`config.mk`:
```
export PLATFORM = sky130hd
export DESIGN_NAME = ram_dp_clr
export DESIGN_NICKNAME = d
export VERILOG_FILES = /design/src/rtl/ram_pkg.sv /design/src/rtl/ram_clear_seq.sv /design/src/rtl/ram_dp_clr.sv
export SDC_FILE = /design/constraint.sdc
export NUM_CORES = 1
export LEC_CHECK = 0
export ABC_AREA = 1
export CORE_MARGIN = 4
export CORE_UTILIZATION = 60
export CTS_BUF_LIST = sky130_fd_sc_hd__clkbuf_8
export CTS_CLUSTER_DIAMETER = 50
export DETAILED_ROUTE_END_ITERATION = 8
export GPL_TIMING_DRIVEN = 1
export PLACE_DENSITY = 0.83
export RECOVER_POWER = 50
export SETUP_SLACK_MARGIN = 0.3
export SYNTH_ARGS = -nofsm -noshare
export SYNTH_HDL_FRONTEND = slang
export SYNTH_SLANG_ARGS = --single-unit
export TNS_END_PERCENT = 100
```
`constraint.sdc`:
```
create_clock -name clk -period 4.9 [get_ports clk]
set_input_delay 0.735 -clock clk [delete_from_list [all_inputs] [get_ports clk]]
set_output_delay 0.735 -clock clk [all_outputs]
set_load 0.02 [all_outputs]
```
`src/rtl/ram_pkg.sv`:
```
// ============================================================================
// Module : ram_pkg
// Brief  : Shared types and defaults for the dual-port clearable RAM.
// Rev    : 1.0
// ============================================================================
`default_nettype none

package ram_pkg;

    typedef enum logic [0:0] {
        ST_CLEAR = 1'b0,
        ST_RUN   = 1'b1
    } state_t;

    localparam int DEFAULT_WIDTH = 16;
    localparam int DEFAULT_DEPTH = 3;

    // Number of words for a given address width.
    function automatic int words(input int depth);
        return 2 ** depth;
    endfunction

endpackage

`default_nettype wire

```
`src/rtl/ram_clear_seq.sv`:
```
// ============================================================================
// Module : ram_clear_seq
// Brief  : Clear sequencer that sweeps every address after reset or on request.
// Rev    : 1.0
// ============================================================================
`default_nettype none

module ram_clear_seq
    import ram_pkg::*;
#(
    parameter int DEPTH = DEFAULT_DEPTH
) (
    input  logic             clk,
    input  logic             rst,
    input  logic             i_clear,
    output logic             o_clr_we,
    output logic [DEPTH-1:0] o_clr_addr,
    output logic             o_run,
    output logic             o_ready
);

    localparam logic [DEPTH-1:0] C_LAST = {DEPTH{1'b1}};

    state_t           r_state;
    logic [DEPTH-1:0] r_cnt;
    logic             r_ready;

    // The counter is only DEPTH bits wide; the sweep ends on the compare with
    // the last address, so its wrap back to zero is never observed.
    always_ff @(posedge clk) begin
        if (rst) begin
            r_state <= ST_CLEAR;
            r_cnt   <= '0;
            r_ready <= 1'b0;
        end else begin
            case (r_state)
                ST_CLEAR: begin
                    r_cnt <= r_cnt + 1'b1;
                    if (r_cnt == C_LAST) begin
                        r_state <= ST_RUN;
                        r_ready <= 1'b1;
                    end
                end
                ST_RUN: begin
                    if (i_clear) begin
                        r_state <= ST_CLEAR;
                        r_cnt   <= '0;
                        r_ready <= 1'b0;
                    end
                end
                default: begin
                    r_state <= ST_CLEAR;
                    r_cnt   <= '0;
                    r_ready <= 1'b0;
                end
            endcase
        end
    end

    assign o_clr_we   = (r_state == ST_CLEAR);
    assign o_clr_addr = r_cnt;
    assign o_run      = (r_state == ST_RUN);
    assign o_ready    = r_ready;

endmodule

`default_nettype wire

```
`src/rtl/ram_dp_clr.sv`:
```
// ============================================================================
// Module : ram_dp_clr
// Brief  : RAM with a read/write port A, a read-only port B and a clear sweep.
//          Define RAM_BYPASS_EN for write-first behaviour on both ports.
// Rev    : 1.0
// ============================================================================
`default_nettype none

module ram_dp_clr
    import ram_pkg::*;
#(
    parameter int                 WIDTH     = DEFAULT_WIDTH,
    parameter int                 DEPTH     = DEFAULT_DEPTH,
    parameter logic [WIDTH-1:0]   CLEAR_VAL = '0
) (
    input  logic             clk,
    input  logic             reset,
    input  logic             clear,
    input  logic             load,
    input  logic [DEPTH-1:0] address,
    input  logic [WIDTH-1:0] in,
    output logic [WIDTH-1:0] out,
    input  logic [DEPTH-1:0] address_b,
    output logic [WIDTH-1:0] out_b,
    output logic             ready
);

    localparam int C_WORDS = words(DEPTH);

`ifdef RAM_BYPASS_EN
    localparam bit C_BYPASS = 1'b1;
`else
    localparam bit C_BYPASS = 1'b0;
`endif

    logic [WIDTH-1:0] r_mem [C_WORDS];
    logic [WIDTH-1:0] r_out;
    logic [WIDTH-1:0] r_out_b;

    logic             w_clr_we;
    logic [DEPTH-1:0] w_clr_addr;
    logic             w_run;
    logic             w_we;
    logic [DEPTH-1:0] w_waddr;
    logic [WIDTH-1:0] w_wdata;
    logic             w_port_we;

    ram_clear_seq #(
        .DEPTH (DEPTH)
    ) u_seq (
        .clk        (clk),
        .rst        (reset),
        .i_clear    (clear),
        .o_clr_we   (w_clr_we),
        .o_clr_addr (w_clr_addr),
        .o_run      (w_run),
        .o_ready    (ready)
    );

    // Reset suppresses every write in its cycle, including a pending load.
    assign w_port_we = w_run & load;
    assign w_we      = ~reset & (w_clr_we | w_port_we);
    assign w_waddr   = w_clr_we ? w_clr_addr : address;
    assign w_wdata   = w_clr_we ? CLEAR_VAL : in;

    always_ff @(posedge clk) begin
        if (w_we) begin
            r_mem[w_waddr] <= w_wdata;
        end
    end

    always_ff @(posedge clk) begin
        if (reset || !w_run) begin
            r_out   <= '0;
            r_out_b <= '0;
        end else begin
            r_out   <= (C_BYPASS && load) ? in : r_mem[address];
            r_out_b <= (C_BYPASS && load && (address == address_b)) ? in : r_mem[address_b];
        end
    end

    assign out   = r_out;
    assign out_b = r_out_b;

endmodule

`default_nettype wire

```
==> results.md <==
- Run status: finished, violations left
- Failing checks: max-capacitance violations, max-slew violations
- RSZ-0062 raised after global routing: false
- Post_cts resized: 0
- Layout cells sized above 1: 5.56%
- Levels on crit path: 5
- Chip width: 123 um
- Tmin final: 3260 ps
- Leak: 4.36 nW
- IO Count: 59
- Max frequency: 307 MHz
- Async S/R FF share, synth: 0%
- Cell variety after synth: 20
- Routed WL: 19200 um
- First-pass GRT wire length: 30400 um
- Core Rows: 41
- Switching power: 0.667 mW
- Slew @ Worst Pin: 1800 ps
- Final hold vios: 0
- Initial Utilization: 61.9%
- Reg-to-Reg Start: u_seq.o_run
- GRT Total Usage: 26.4%
- Synthesized Nets: 996
- Synthesis Warnings: 0
- Iter 0 DRT Violations: 839
- CTS tree: built
- DRC Markers: 0
- CTS Root Cell: clkbuf_8
- Clock power share: 43.0%
- WP data arrival: 3640 ps
- Slew headroom: -20.2%
- Post-DP Area: 8590 sq um
- Clock latency at the later pin of the worst-skew pair: 460 ps
- Setup Viol. Count Final: 0
- Int Pwr: 2.46 mW
- Hold Path Depth: 2
- DR WL/cell: 16.0 um
- Worst vdd ir: 0.000218 V
- Pre-Repair DR Iteration Count: 6
- Cell Area, Synth: 7910 sq um
- Final nets: 1041
- Mean Syn Cell Area: 8.17 sq um
- Reg2reg path depth: 5
- Synth Instances: 968
- Slowest-stage cell, CP: clkbuf_1
- Die height: 123 um
- Required time worst endpoint: 5280 ps
- Final Cycle Share: 66.5%
- H-tree depth: 4
- Syn-to-layout area delta: 15.6%
- Switch share: 21.3%
- Hpwl dp: 10800 um
- EDFF count, synth: 128
- Final ANT Viol Nets: 0
- IO Port Bufs: 58
- Die area: 15100 sq um
- Setup bufs post-CTS: 0
- Slack of the worst reg-to-reg path: 1640 ps
- Vias/cell: 5.49
- Routed vias: 6578
- Ys flop type: edfxtp_1
- Final Util: 71.6%
- Vias in the first global route: 6268
- Largest delay share family, worst path: buffers and inverters
- Fin Clk Skew: 7.63 ps
- Power Density: 342 nW/um^2
- Post-synthesis sequential area ratio: 57.9%
- Area leader, netlist: edfxtp_1
- Setup TNS: 0 ps
- Sequential power share: 48.7%
- Hold WC Path Type: flop to flop
- Synth top area share: 48.6%
- Diodes inserted: 0
- CTS Buf Count: 17
- Crit Path Category: flop to flop
- GRT overflow: 0
- Core area: 12800 sq um
- Clk buf depth: 2
- Setup crit start: u_seq.o_run
- CP max stage delay: 1310 ps
- Max Fanout on Critical Path: 32
- Synth area leaders: edfxtp_1 (49%), nand2_1 (16%), nand3_1 (10%)
- Clock transition at path regs: 80 ps
- Crit start category: flop
- Crit path capture type: flop
- Post-cts hold buffer count: 0
- Hold path endpoint: u_seq.o_clr_addr[1]
- CTS sink cnt: 165
- MaxCap Viol Count: 1
- R2r endpoint: out[3]
- Gpl congestion: 0.819
- Worst Min Path Start: u_seq.o_clr_addr[1]
- Yosys reg bits: 165
- Final slew viol count: 33
- CP Buf/Inv Count: 2
- Gate power share: 8.2%
- Fin area: 9150 sq um
- Largest net degree at the start of global routing: 65
- Cells along the critical path: inv_1, nor2_2, clkbuf_1, nand2_1, nor2_1
- Initial antenna violation count: 0
sequential cells by signal, indices dropped and copies added (netlist names):
signal	flops
out	16
out_b	16
r_mem	128
u_seq.o_clr_addr	3
u_seq.o_ready	1
u_seq.o_run	1
kinds of logic after synthesis:
group                    count (synthesis)  synth area share [%]
adder cells (fa/ha/maj)                  2                 0.316
AND/OR/NAND/NOR                        586                  30.5
buffers and inverters                  205                  10.6
flip-flops                             165                  57.9
AO/OA/AOI/OAI                           10                 0.696
Yosys cell counts (2+ instances only):
cell type,number
inv_2,3
buf_4,8
nand2_1,346
edfxtp_1,128
a21oi_1,5
dfxtp_1,37
buf_1,2
clkbuf_1,13
buf_2,30
nand3_1,163
nor2_1,74
ha_1,2
inv_1,149
o21ai_0,2
routing by layer:
layer	share of wire (%)	track usage, %
met1	38	32.6
met2	49	44.5
met3	11	6.08
met4	2.6	11.5
met5	0	0
layout by cell type, fill, tap and decap left out, types with 2 or more instances in the layout:
| cell type | instances |
|---|---|
| o21ai_0 | 2 |
| dlygate4sd3_1 | 29 |
| a21oi_1 | 5 |
| edfxtp_1 | 128 |
| nand2_1 | 346 |
| clkbuf_8 | 17 |
| dfxtp_1 | 37 |
| nor2_1 | 74 |
| clkdlybuf4s50_1 | 27 |
| buf_2 | 2 |
| buf_4 | 20 |
| inv_2 | 2 |
| inv_1 | 151 |
| nand3_1 | 163 |
| bufinv_16 | 10 |
| ha_1 | 2 |
| clkinv_2 | 2 |
how the worst max path moves through the flow:
| stage | end | slack, ps |
|---|---|---|
| global placement | r_mem[2][12] | 1720 |
| global route | out_b[3] | 1450 |
| floorplan | r_mem[1][0] | 2500 |
| detailed placement | r_mem[2][13] | 1650 |
| finish | out[3] | 1640 |
| CTS | r_mem[1][10] | 1920 |
layout make-up:
class	instances	area (sq um)
Timing Repair Buffer	79	724
Tap cell	172	215
Clock inverter	15	330
Clock buffer	17	234
Fill cell	937	3620
Sequential cell	165	4580
Multi-Input combinational cell	598	2490
Inverter	152	571
per-stage QoR:
stage | setup slack [ps] | std cells | power (mW) | hold WS [ps]
after CTS | 1920 | 1198 | 3.13 | 520
after detailed placement | 1650 | 1166 | 1.81 | 509
after floorplan | 2500 | 968 | 1.73 | 464
final | 1640 | 1198 | 3.13 | 523
after global routing | 1450 | 1198 | 3.22 | 552
after global placement | 1720 | 1166 | 1.80 | 496
power groups by stage:
stage	Combinational, mW	Clock (mW)	Sequential (mW)
finish	0.257	1.35	1.53
global route	0.282	1.41	1.53
CTS	0.252	1.36	1.53
detailed placement	0.249	0	1.56
global placement	0.243	0	1.56
floorplan	0.174	0	1.56
tightest hold or removal path: cells and delay by family (launching register included):
kind / cells / cell delay [ps]
flops: 1 / 340
compound gates: 1 / 60
simple gates: 1 / 90
No activity file was read; power rests on OpenSTA's default activity.
